===== config.mk =====
export PLATFORM = sky130hd
export DESIGN_NAME = seven_seg_scan_ctrl
export DESIGN_NICKNAME = d
export VERILOG_FILES = /design/src/rtl/seven_seg_pkg.sv /design/src/rtl/hex_to_seg.sv /design/src/rtl/seven_seg_scan_ctrl.sv
export SDC_FILE = /design/constraint.sdc
export NUM_CORES = 1
export LEC_CHECK = 0
export BUFFER_PORTS_ARGS = -buffer_cell sky130_fd_sc_hd__buf_2
export CAP_MARGIN = 10
export CORE_MARGIN = 2
export CORE_UTILIZATION = 29
export CTS_BUF_LIST = sky130_fd_sc_hd__clkbuf_4
export CTS_CLUSTER_SIZE = 30
export DETAILED_ROUTE_END_ITERATION = 6
export REMOVE_ABC_BUFFERS = 1
export SYNTH_ARGS = -nofsm -noshare
export SYNTH_HDL_FRONTEND = slang
export SYNTH_SLANG_ARGS = --single-unit

===== constraint.sdc =====
create_clock -name clk -period 4 [get_ports clk]
set_input_delay 0.2 -clock clk [delete_from_list [all_inputs] [get_ports clk]]
set_output_delay 0.2 -clock clk [all_outputs]
set_load 0.01 [all_outputs]

===== src/rtl/seven_seg_pkg.sv =====
`default_nettype none
// ============================================================================
// Module      : seven_seg_pkg
// Description : Shared constants and types for the multiplexed 4-digit
//               seven-segment display. Segment patterns are active-low in
//               abcdefgh order (bit7 = a ... bit1 = g, bit0 = dp) with the
//               decimal point left dark (bit0 = 1).
// Revision    : 1.0 - initial release
// ============================================================================
package seven_seg_pkg;

    localparam logic [7:0] SEG_OFF   = 8'hff;
    localparam logic [3:0] DIGIT_OFF = 4'hf;

    localparam logic [7:0] SEG_0 = 8'h03;
    localparam logic [7:0] SEG_1 = 8'h9f;
    localparam logic [7:0] SEG_2 = 8'h25;
    localparam logic [7:0] SEG_3 = 8'h0d;
    localparam logic [7:0] SEG_4 = 8'h99;
    localparam logic [7:0] SEG_5 = 8'h49;
    localparam logic [7:0] SEG_6 = 8'h41;
    localparam logic [7:0] SEG_7 = 8'h1f;
    localparam logic [7:0] SEG_8 = 8'h01;
    localparam logic [7:0] SEG_9 = 8'h09;
    localparam logic [7:0] SEG_A = 8'h11;
    localparam logic [7:0] SEG_B = 8'hc1;
    localparam logic [7:0] SEG_C = 8'h63;
    localparam logic [7:0] SEG_D = 8'h85;
    localparam logic [7:0] SEG_E = 8'h61;
    localparam logic [7:0] SEG_F = 8'h71;

    // Slot phase: BLANK is the anti-ghosting gap, ON drives the digit.
    typedef enum logic [0:0] {
        SLOT_BLANK = 1'b0,
        SLOT_ON    = 1'b1
    } slot_state_e;

endpackage : seven_seg_pkg
`default_nettype wire


===== src/rtl/hex_to_seg.sv =====
`default_nettype none
// ============================================================================
// Module      : hex_to_seg
// Description : Combinational hex nibble to active-low seven-segment decoder.
//               Decimal point (bit0) is always returned dark.
// Ports       : i_hex [3:0] - nibble to display
//               o_seg [7:0] - active-low abcdefgh pattern
// Revision    : 1.0 - initial release
// ============================================================================
module hex_to_seg
    import seven_seg_pkg::*;
(
    input  logic [3:0] i_hex,
    output logic [7:0] o_seg
);

    always_comb begin
        o_seg = SEG_OFF;
        case (i_hex)
            4'h0: o_seg = SEG_0;
            4'h1: o_seg = SEG_1;
            4'h2: o_seg = SEG_2;
            4'h3: o_seg = SEG_3;
            4'h4: o_seg = SEG_4;
            4'h5: o_seg = SEG_5;
            4'h6: o_seg = SEG_6;
            4'h7: o_seg = SEG_7;
            4'h8: o_seg = SEG_8;
            4'h9: o_seg = SEG_9;
            4'ha: o_seg = SEG_A;
            4'hb: o_seg = SEG_B;
            4'hc: o_seg = SEG_C;
            4'hd: o_seg = SEG_D;
            4'he: o_seg = SEG_E;
            4'hf: o_seg = SEG_F;
            default: o_seg = SEG_OFF;
        endcase
    end

endmodule : hex_to_seg
`default_nettype wire


===== src/rtl/seven_seg_scan_ctrl.sv =====
`default_nettype none
// ============================================================================
// Module      : seven_seg_scan_ctrl
// Description : Time-multiplexed scan controller for a shared 4-digit
//               seven-segment display. Each digit owns a slot of DIGIT_CYCLES
//               clocks whose first BLANK_CYCLES clocks are dark. Writes land in
//               a shadow buffer and are copied to the displayed registers only
//               at frame boundaries (digit 3 -> digit 0).
// Ports       : clk, reset_n (async, active-low)
//               wr_valid/wr_ready, wr_data[15:0], wr_dp[3:0], wr_blank[3:0]
//               abcdefgh[7:0] - active-low segments, bit0 = dp
//               digit[3:0]    - active-low digit enables
//               frame_start   - pulse on first cycle of each digit-0 slot
// Revision    : 1.0 - initial release
// ============================================================================
module seven_seg_scan_ctrl
    import seven_seg_pkg::*;
#(
    parameter int DIGIT_CYCLES = 50000,
    parameter int BLANK_CYCLES = 1000
) (
    input  logic        clk,
    input  logic        reset_n,
    input  logic        wr_valid,
    output logic        wr_ready,
    input  logic [15:0] wr_data,
    input  logic [3:0]  wr_dp,
    input  logic [3:0]  wr_blank,
    output logic [7:0]  abcdefgh,
    output logic [3:0]  digit,
    output logic        frame_start
);

    localparam int CW = (DIGIT_CYCLES > 1) ? $clog2(DIGIT_CYCLES) : 1;
    localparam logic [CW-1:0] c_cnt_last  = CW'(DIGIT_CYCLES - 1);
    localparam logic [CW-1:0] c_blank_end = CW'(BLANK_CYCLES);
    localparam slot_state_e   c_state_rst = (BLANK_CYCLES == 0) ? SLOT_ON : SLOT_BLANK;

    // ------------------------------------------------------------------
    // Registers
    // ------------------------------------------------------------------
    logic [CW-1:0] r_cnt;
    logic [1:0]    r_idx;
    logic          r_run;          // low until the first edge after reset
    slot_state_e   r_state;
    logic          r_pending;
    logic [15:0]   r_shadow_data;
    logic [3:0]    r_shadow_dp;
    logic [3:0]    r_shadow_blank;
    logic [15:0]   r_active_data;
    logic [3:0]    r_active_dp;
    logic [3:0]    r_active_blank;
    logic [7:0]    r_seg;
    logic [3:0]    r_digit;
    logic          r_frame_start;

    // ------------------------------------------------------------------
    // Next-state values
    // ------------------------------------------------------------------
    logic [CW-1:0] w_cnt_next;
    logic [1:0]    w_idx_next;
    logic          w_frame_wrap;
    logic          w_transfer;
    logic          w_accept;
    slot_state_e   w_state_next;
    logic [15:0]   w_active_data_next;
    logic [3:0]    w_active_dp_next;
    logic [3:0]    w_active_blank_next;
    logic [3:0]    w_nibble;
    logic [7:0]    w_hex_seg;
    logic [7:0]    w_seg_next;
    logic [3:0]    w_digit_next;
    logic          w_frame_start_next;

    // The first edge after reset release lands on cnt=0/idx=0 rather than
    // advancing, so that cycle is the start of a frame and carries
    // frame_start, just like every later digit-0 slot.
    always_comb begin
        w_cnt_next = r_cnt;
        w_idx_next = r_idx;
        if (!r_run) begin
            w_cnt_next = '0;
            w_idx_next = 2'd0;
        end else if (r_cnt == c_cnt_last) begin
            w_cnt_next = '0;
            w_idx_next = r_idx + 2'd1;
        end else begin
            w_cnt_next = r_cnt + CW'(1);
        end
    end

    assign w_frame_wrap = r_run && (r_cnt == c_cnt_last) && (r_idx == 2'd3);
    assign w_transfer   = w_frame_wrap && r_pending;
    // Accept and transfer are exclusive: one needs pending low, the other high.
    assign w_accept     = wr_valid && !r_pending;
    assign wr_ready     = !r_pending;

    assign w_active_data_next  = w_transfer ? r_shadow_data  : r_active_data;
    assign w_active_dp_next    = w_transfer ? r_shadow_dp    : r_active_dp;
    assign w_active_blank_next = w_transfer ? r_shadow_blank : r_active_blank;

    always_comb begin
        w_state_next = r_state;
        case (r_state)
            SLOT_BLANK: begin
                if (w_cnt_next == c_blank_end) begin
                    w_state_next = SLOT_ON;
                end
            end
            SLOT_ON: begin
                if ((BLANK_CYCLES != 0) && (w_cnt_next == '0)) begin
                    w_state_next = SLOT_BLANK;
                end
            end
            default: w_state_next = c_state_rst;
        endcase
    end

    // Everything feeding the output registers uses next-state values, so the
    // segments, digit enable and active contents switch on the same edge.
    assign w_nibble = w_active_data_next[{w_idx_next, 2'b00} +: 4];

    hex_to_seg u_hex_to_seg (
        .i_hex (w_nibble),
        .o_seg (w_hex_seg)
    );

    always_comb begin
        w_seg_next   = SEG_OFF;
        w_digit_next = DIGIT_OFF;
        if ((w_state_next == SLOT_ON) && !w_active_blank_next[w_idx_next]) begin
            w_digit_next             = DIGIT_OFF;
            w_digit_next[w_idx_next] = 1'b0;
            w_seg_next               = w_hex_seg;
            w_seg_next[0]            = !w_active_dp_next[w_idx_next];
        end
    end

    assign w_frame_start_next = (w_cnt_next == '0) && (w_idx_next == 2'd0);

    // ------------------------------------------------------------------
    // Sequential logic
    // ------------------------------------------------------------------
    always_ff @(posedge clk or negedge reset_n) begin
        if (!reset_n) begin
            r_cnt          <= '0;
            r_idx          <= 2'd0;
            r_run          <= 1'b0;
            r_state        <= c_state_rst;
            r_pending      <= 1'b0;
            r_shadow_data  <= 16'h0000;
            r_shadow_dp    <= 4'h0;
            r_shadow_blank <= 4'hf;
            r_active_data  <= 16'h0000;
            r_active_dp    <= 4'h0;
            r_active_blank <= 4'hf;
            r_seg          <= SEG_OFF;
            r_digit        <= DIGIT_OFF;
            r_frame_start  <= 1'b0;
        end else begin
            r_cnt          <= w_cnt_next;
            r_idx          <= w_idx_next;
            r_run          <= 1'b1;
            r_state        <= w_state_next;
            r_active_data  <= w_active_data_next;
            r_active_dp    <= w_active_dp_next;
            r_active_blank <= w_active_blank_next;
            r_seg          <= w_seg_next;
            r_digit        <= w_digit_next;
            r_frame_start  <= w_frame_start_next;
            if (w_transfer) begin
                r_pending <= 1'b0;
            end else if (w_accept) begin
                r_pending      <= 1'b1;
                r_shadow_data  <= wr_data;
                r_shadow_dp    <= wr_dp;
                r_shadow_blank <= wr_blank;
            end
        end
    end

    assign abcdefgh    = r_seg;
    assign digit       = r_digit;
    assign frame_start = r_frame_start;

endmodule : seven_seg_scan_ctrl
`default_nettype wire


* Yosys cells after proc, flatten, opt, wreduce, memory -nomap -nowiden
Memories as Yosys holds them, arrays and structs flattened.
Cells that the tools add are included.
W data, S select, Z words.
** Storage, ports and cells
- Flip-flop bits (word level) :: 82
- Bits in read-only memories :: 112
- Input bits :: 27
- Memories :: 1
** Memory list
- (no name shown) :: words 16, bits a word 7, read ports 1, clocked after memory_dff 0, write ports 0, RTL line hex_to_seg.sv:19 : case (i_hex)
** Cells by class
- Add/subtract/negate cells :: 2
- $lt $le $gt $ge :: 2
- Eq/ne operators :: 3
- Shift-type cells :: 1
- Mux-type cells :: 20
- Bitwise logic cells :: 3
- Reductions and logical operators :: 14
** Operators by type and width (count)
- $mux W16 :: 3
- $add A16 B1 Y16 const B :: 1
- $eq A16 B10 Y1 const B :: 1
- $eq A16 B16 Y1 const B :: 1
- $logic_not A16 Y1 :: 1
- $shiftx A16 B5 Y4 :: 1
- $mux W4 :: 3
- $mux W8 :: 1
- $logic_and A1 B1 Y1 :: 7
- $mux W1 :: 7
- $bmux W1 S2 :: 2
- $mux W2 :: 2
- $not A4 Y4 :: 1
- $logic_not A1 Y1 :: 3
- $lt A2 B3 Y1 const B :: 1
- $add A2 B1 Y2 const B :: 1
- $demux W1 S2 :: 1
- $eq A2 B2 Y1 const B :: 1
- $ge A2 B1 Y1 const B :: 1
- $logic_not A2 Y1 :: 1
- $not A1 Y1 :: 2
- $pmux W1 S2 :: 1
- $reduce_and A2 Y1 :: 1
- $reduce_bool A2 Y1 :: 1

* Longest topological paths before layout
Gate-level depths: netlist of run 1.
- Depth after elaboration :: 10
- Depth in mapped cells :: 14
- Depth with buffers taken out :: 11

* By module
From an unflattened synthesis of run 1, not the netlist that was laid out.
** Unflattened totals
- Cell total of the unflattened synthesis :: 399
- Area total of the unflattened synthesis :: 4155.2 µm²
** By module, submodules not included
- seven_seg_scan_ctrl :: instances 1, cells an instance 365, area each 3868.7 µm²
- hex_to_seg :: instances 1, cells an instance 34, area each 286.5 µm²

* Least setup slack after synthesis of run 1
OpenSTA, ideal clock, no wires.
- Path kind :: register to register
- Start point :: register r_cnt[0]
- End point :: register r_seg[3] (netlist: abcdefgh[3])
- Library setup time :: 0.089 ns
- Arrival time :: 2.681 ns
- Data required time :: 3.911 ns
- Setup slack :: 1.230 ns
- Stages on the path, launching flop included :: 13
- Path buffers :: 1
- Cell sequence :: dfrtp_1 ha_1 nand3_1 buf_2 nor2_1 a21boi_0 o221ai_1 o2111a_1 inv_1 ha_1 nor2b_1 o21ai_0 o211ai_1
** On the way
- Longest elaborated chain between the ends :: 10
- Elaborated cells on any way between the ends :: 23
- Classes of those cells :: add/sub: 1; eq/ne: 2; shift: 1; mux: 12; reduce/logical: 6; memory: 1
** Ends and longest elaborated chain
- from (decl) :: RTL line seven_seg_scan_ctrl.sv:42 : logic [CW-1:0] r_cnt;
- from (signal assigned) :: RTL line seven_seg_scan_ctrl.sv:161 : r_cnt <= w_cnt_next;
- parallel branches: the longest is 9 deep, another holds $add A16 B1 Y16
- $mux W8 (*) :: RTL line seven_seg_scan_ctrl.sv:131 : if ((w_state_next == SLOT_ON) && !w_active_blank_next[w_idx_next]) begin
- net w_seg_next[3] :: RTL line seven_seg_scan_ctrl.sv:71 : logic [7:0] w_seg_next;
- to (signal assigned) :: RTL line seven_seg_scan_ctrl.sv:168 : r_seg <= w_seg_next;
- to (decl) :: RTL line seven_seg_scan_ctrl.sv:53 : logic [7:0] r_seg;
Mark *: on every way through the listed nets, which the timed path passes. The select of a mux whose other input is x is not followed.
A chain may end at the register's enable or synchronous reset.

* Worst setup path in the final report of run 1
Same ends and word-level chain as after synthesis.

==> results of run 1 <==
==> synth_stat cells (all sizes together), types with 6 or more instances <==
| cell | instances |
|---|---|
| dfrtp | 62 |
| nand2 | 49 |
| mux2 | 28 |
| nor2 | 25 |
| dfstp | 20 |
| o21ai | 17 |
| buf | 16 |
| nand3 | 14 |
| a21oi | 11 |
| and3 | 11 |
| inv | 11 |
| clkbuf | 8 |
| ha | 8 |
| mux2i | 8 |
| nand4 | 8 |
| xor2 | 8 |
| xnor2 | 7 |
| o221ai | 6 |
| or2 | 6 |
==> routing by layer <==
metal	part of all wire (%)	GRT usage, %	vias up
met5	0	0	-
met4	1.9	4.759	0
met3	3.6	2.921	15
met2	47	20.19	73
met1	47	16.83	1521
li1	-	-	1549
==> worst max-delay path, stage by stage, from the launching register on <==
cell and delay (ns):
dfrtp_1 0.44, ha_1 0.30, nand3_1 0.50, nor2_1 0.47
a21boi_0 0.17, o221ai_1 0.26, o2111a_1 0.39, inv_1 0.12
ha_1 0.26, nor2b_1 0.16, o21ai_0 0.16, o211ai_1 0.11
==> layout make-up <==
type,count,share of cell area (%)
sequential,82,41.71
clock buffer,10,1.508
inverter,11,0.8291
tap,184,4.623
clock inverter,6,1.332
timing repair buffer,72,10.60
multi-input combinational,281,39.40
==> cells by family after synthesis <==
kind of cell / after synthesis / synth area share (%)
AND/OR/NAND/NOR: 152 / 19.77
flip-flops: 82 / 49.27
other: 1 / 0.08896
XOR/XNOR: 15 / 3.117
multiplexers: 36 / 9.380
adder cells (fa/ha/maj): 8 / 2.375
AO/OA/AOI/OAI: 69 / 11.75
buffers and inverters: 35 / 4.245
==> power groups by stage <==
stage               sequential (mW)  clock (mW)  combinational, mW
global route                  0.895       0.555              0.105
global placement              0.904           0             0.0739
finish                        0.890       0.498             0.0927
floorplan                     0.895           0             0.0377
CTS                           0.891       0.518             0.0954
detailed placement            0.905           0             0.0757
==> state kept, by name, indices dropped and copies added, names as in the netlist <==
| signal | count |
|---|---|
| r_active_data | 16 |
| r_cnt | 16 |
| r_shadow_data | 16 |
| abcdefgh | 8 |
| digit | 4 |
| r_active_blank | 4 |
| r_active_dp | 4 |
| r_shadow_blank | 4 |
| r_shadow_dp | 4 |
| r_idx | 2 |
| frame_start | 1 |
| r_pending | 1 |
| r_run | 1 |
| r_state | 1 |
==> repair_timing <==
item | 4_1_cts | 5_1_grt
setup endpoints to repair | 0 | 0
buffers inserted | 0 | 0
hold buffers | 26 | 0
endpoints found under the hold margin | 87 | 0
==> final timing paths <==
path / startpoint / end / cells after the start
min in group clk: r_active_blank[1] / r_active_blank[1] / 2
max in group asynchronous: reset_n / r_shadow_data[3] / 2
max: r_cnt[0] / abcdefgh[3] / 11
min: reset_n / r_cnt[14] / 2
max reg2reg: r_cnt[0] / abcdefgh[3] / 11
min reg2reg: r_active_blank[1] / r_active_blank[1] / 2
==> per-stage QoR <==
stage	hold slack (ns)	cell area (um^2)	power [mW]	utilization, %	setup WS, ns
after CTS	0.4760	4952	1.504	34.47	0.6150
after floorplan	-0.09559	4078	0.9326	-	1.112
after global routing	0.4779	4980	1.555	34.66	0.2539
after global placement	0.4313	4551	0.9778	31.67	0.7396
after detailed placement	0.4323	4551	0.9812	31.67	0.6344
final	0.4523	4980	1.481	34.66	0.5802
==> key figures, run 1 <==
Power and ir drop
  • PwrDens: 297.3 nW/um^2
  • Maximum VDD drop: 0.0001708 V
  • Comb power frac: 6.3%
  • Leakage power: 2.235 nW
  • Clock power frac: 33.6%
  • NetSw: 0.3633 mW
  • Sequential Power Share: 60.1%
  • Switching part of the total power: 24.54%
  • Cell Int Power: 1.117 mW

Floorplanning
  • IO Pins: 41
  • Die span in x: 124.6 um
  • # rows: 44
  • Die Y: 124.6 um
  • Core area: 14370 um^2
  • Initial Utilization: 29.34%
  • Total die area: 15520 um^2

Outcome
  • Outcome: complete, no violations

Critical path
  • Startpoint Class: flop
  • Worst R2R Setup Slack: 0.58 ns
  • Critical Path AT: 3.80 ns
  • CP endpoint kind: flop
  • WP data required: 4.38 ns
  • Crit path kind: flop to flop
  • Max Fanout on Critical Path: 13

Synth
  • Cell variety after synth: 70
  • Synthesized cell area: 4215 um^2
  • Post-Synthesis Cells: 398
  • Synth async-reset ratio: 100.0%
  • Avg Cell Area, Syn: 10.59 um^2
  • Number of synthesized flops with an enable pin: 0
  • Post-synth top flop: dfrtp_1
  • FF+latch count, synth: 82
  • Synth top area share: 36.81%
  • Largest cells by area after synthesis: dfrtp_1 37%, dfstp_2 12%, mux2_2 7.5%
  • Post-synth top area cell: dfrtp_1
  • Part of the Yosys area used for sequential elements: 49.27%
  • Synthesis Warnings: 0

Finish
  • Layout cells sized above 1: 27.92%
  • Area delta synth->final: 18.14%
  • Fill cell count: 1451
  • Commonest non-fill, non-tap cells in the layout: 62 x dfrtp_1, 49 x nand2_1, 39 x buf_2
  • Inserted Diodes: 0
  • Final Net Count: 492
  • Post-route insts no fill: 646
  • Sequential Area: 2077 um^2
  • Commonest non-fill, non-tap cell in the layout: dfrtp_1
  • Multi-input gate area: 1962 um^2

STA
  • Final setup vio count: 0
  • Fmax: 292.4 MHz
  • Fin crit share: 85.50%
  • Clk_skew: 0.01999 ns
  • Final critical-path required period: 3.420 ns
  • Rel. slew slack: 31.81%
  • Slew Viols, Final: 0
  • Fin Setup TNS: 0 ns
  • Worst-Margin Slew: 1.023 ns
  • Unrepaired setup endpoints after global routing: no
  • Final hold viol count: 0

Clock tree
  • Root Driver: clkbuf_4
  • TritonCTS Sinks: 82
  • Latest clock arrival within the worst-skew pair: 0.45 ns
  • Max clock buf depth: 2
  • Worst-path clk slew: 0.13 ns
  • TritonCTS clock tree: built
  • TritonCTS Buffers: 9
  • PostCTS Resize Cnt: 0
  • Number of H-tree levels: 3

Route
  • Via count: 3158
  • Via/cell ratio: 4.889
  • Routed Antenna Nets: 0
  • 1st-iter DRT viols: 208
  • Drt first pass iters: 5
  • Routed WL: 9434 um
  • Avg WL per Cell: 14.60 um
  • DR DRC count: 0

Global route
  • Vias in the first global route: 3237
  • Largest net degree at the start of global routing: 83
  • Tot GR Track Use: 12.67%
  • First-pass GRT wire length: 15990 um
  • Initial antenna violation count: 0
  • GR Overflow Total: 0

Worst hold path
  • HP Class: input port to async pin

Place
  • Placed cells: 603
  • IO Port Bufs: 40
  • HPWL Detailed: 6666 um
  • Gpl congestion: 0.9558

Job
  • Max Cap Violations: 0
Power figures use the tool's default switching activity.
==> run 2: changes to the inputs <==
Settings changed: CTS_BUF_LIST sky130_fd_sc_hd__clkbuf_4 to sky130_fd_sc_hd__clkbuf_2 sky130_fd_sc_hd__clkbuf_4 sky130_fd_sc_hd__clkbuf_8, CTS_CLUSTER_SIZE 30 to not set.
==> key figures, run 2 (synthesis results as in run 1) <==
Clock tree
  • TritonCTS Buffers: 9 (unchanged)
  • Post-CTS Setup Bufs: 0 (unchanged)
  • TritonCTS clock tree: built
  • Number of H-tree levels: 3 (unchanged)
  • TritonCTS Sinks: 82 (unchanged)
  • Max clock buf depth: 2 (unchanged)
  • PostCTS Resize Cnt: 0 (unchanged)
  • Root Driver: clkbuf_8
  • Hold_buf cts: 0 (-100%)
  • Worst-path clk slew: 0.09 ns (-0.04 ns)
  • Latest clock arrival within the worst-skew pair: 0.37 ns (-0.08 ns)

Critical path
  • Most common cell on crit path: ha_1
  • Slowest stage cell, crit path: and3_1
  • Buf/Inv on CP: 0 (-1)
  • WP data required: 4.29 ns (-0.09 ns)
  • Crit path kind: flop to flop
  • Delay-heaviest family, CP: simple AND/OR/NAND/NOR gates
  • Worst-path cell chain: ha_1, and3_1, nand3_2, mux2_2, a22oi_1, o221a_2, ha_1, nor2b_1, a21oi_1, o221ai_1
  • Critical Path AT: 3.65 ns (-0.15 ns)
  • Startpoint Class: flop
  • Max Fanout on Critical Path: 16 (+3)
  • CP endpoint kind: flop
  • Largest stage delay, worst path: 0.53 ns (+0.03 ns)

Global route
  • First-pass GRT wire length: 15770 um (-1.4%)
  • Met1 GRT Util: 16.89% (+0.055 points)
  • Global Route met2 Usage: 19.70% (-0.48 points)
  • Vias in the first global route: 3178 (-1.8%)
  • Met3 Use GR: 2.706% (-0.21 points)
  • GR Overflow Total: 0 (unchanged)
  • Largest net degree at the start of global routing: 83 (unchanged)
  • Tot GR Track Use: 12.54% (-0.14 points)
  • Most utilized layer in the global route result: met2
  • Initial antenna violation count: 0 (unchanged)

Finish
  • Commonest non-fill, non-tap cells in the layout: 62 x dfrtp_1, 49 x nand2_1, 39 x buf_2
  • Final Core Density: 33.31% (-1.3 points)
  • Inserted Diodes: 0 (unchanged)
  • Post-route insts no fill: 620 (-4.0%)
  • Design area: 4786 um^2 (-3.9%)
  • Area delta synth->final: 13.54%
  • Biggest regs: r_active_data x16, r_cnt x16, r_shadow_data x16
  • Commonest non-fill, non-tap cell in the layout: dfrtp_1
  • Layout cells sized above 1: 29.82% (+1.9 points)
  • Final Net Count: 466 (-5.3%)

STA
  • Clk_skew: 0.01264 ns (-0.007341 ns)
  • Hold Worst Slack: -0.02089 ns (-0.4732 ns)
  • Slew Viols, Final: 0 (unchanged)
  • Final critical-path required period: 3.354 ns (-0.06607 ns)
  • Final worst slack: 0.6463 ns (+0.06607 ns)
  • Worst-Margin Slew: 1.016 ns (-0.006818 ns)
  • Unrepaired setup endpoints after global routing: no
  • Final setup vio count: 0 (unchanged)
  • Fin Setup TNS: 0 ns (unchanged)
  • Fmax: 298.2 MHz (+2.0%)
  • Fin crit share: 83.84% (-1.7 points)
  • Rel. slew slack: 32.26% (+0.45 points)
  • Final hold viol count: 11 (+11)

Place
  • Placement Setup Slack: 0.6344 ns (unchanged)
  • Post-DP Area: 4551 um^2 (unchanged)
  • IO Port Bufs: 40 (unchanged)
  • HPWL Detailed: 6666 um (unchanged)
  • Placed cells: 603 (unchanged)
  • Gpl congestion: 0.9558 (unchanged)

Outcome
  • Outcome: finished, violations left
  • Failing checks: hold timing

Route
  • Routed Antenna Nets: 0 (unchanged)
  • Via count: 3082 (-2.4%)
  • Routed WL: 9280 um (-1.6%)
  • Avg WL per Cell: 14.97 um (+2.5%)
  • Via/cell ratio: 4.971 (+1.7%)
  • 1st-iter DRT viols: 181 (-13%)
  • DR DRC count: 0 (unchanged)
  • Drt first pass iters: 4 (-1)

Floorplanning
  • Total die area: 15520 um^2 (unchanged)
  • IO Pins: 41 (unchanged)
  • Initial Utilization: 29.34% (unchanged)
  • Core area: 14370 um^2 (unchanged)
  • Die Y: 124.6 um (unchanged)
  • Die span in x: 124.6 um (unchanged)
  • # rows: 44 (unchanged)

Power and ir drop
  • Maximum VDD drop: 0.0001529 V (-11%)
  • Tot Pwr: 1.595 mW (+7.7%)
  • PwrDens: 333.3 nW/um^2 (+12%)
  • Leakage power: 2.156 nW (-3.6%)

Job
  • Max Cap Violations: 0 (unchanged)

Worst hold path
  • HP Class: input port to async pin
run 2: cell count changes in the layout (fill, tap and decap cells not counted), sizes merged:
cell         change
dlygate4sd3     -26
clkinv           -1
clkbuf           +1
run 2: where the power goes:
group / switching, mW / internal, mW
sequential: 0.0244 / 0.865
combinational: 0.0362 / 0.0370
clock: 0.317 / 0.316
total: 0.378 / 1.22
run 2: path summary, 6_finish.rpt:
path / startpoint / to / depth (start not counted) / slack (ns)
worst min-delay path: reset_n / r_cnt[14] / 1 / -0.02
worst max register to register: r_cnt[0] / abcdefgh[2] / 10 / 0.65
min in group clk: wr_valid / r_pending / 3 / 0.05
worst max-delay path: r_cnt[0] / abcdefgh[2] / 10 / 0.65
max in group asynchronous: reset_n / r_shadow_data[7] / 1 / 3.34
worst min register to register: r_active_blank[1] / r_active_blank[1] / 2 / 0.47
run 2: metal layers:
layer / wire length [um] / vias up / share of wire [%]
li1: - / 1499 / -
met1: 4383 / 1483 / 47
met2: 4293 / 79 / 46
met3: 365 / 21 / 3.9
met4: 238 / 0 / 2.6
met5: 0 / - / 0
run 2: layout make-up:
cell class                      count  area (um^2)
Clock inverter                      5        62.56
Sequential cell                    82         2077
Multi-Input combinational cell    281         1962
Inverter                           11        41.29
Timing Repair Buffer               46        267.8
Fill cell                        1463         9583
Tap cell                          184        230.2
Clock buffer                       11        145.1
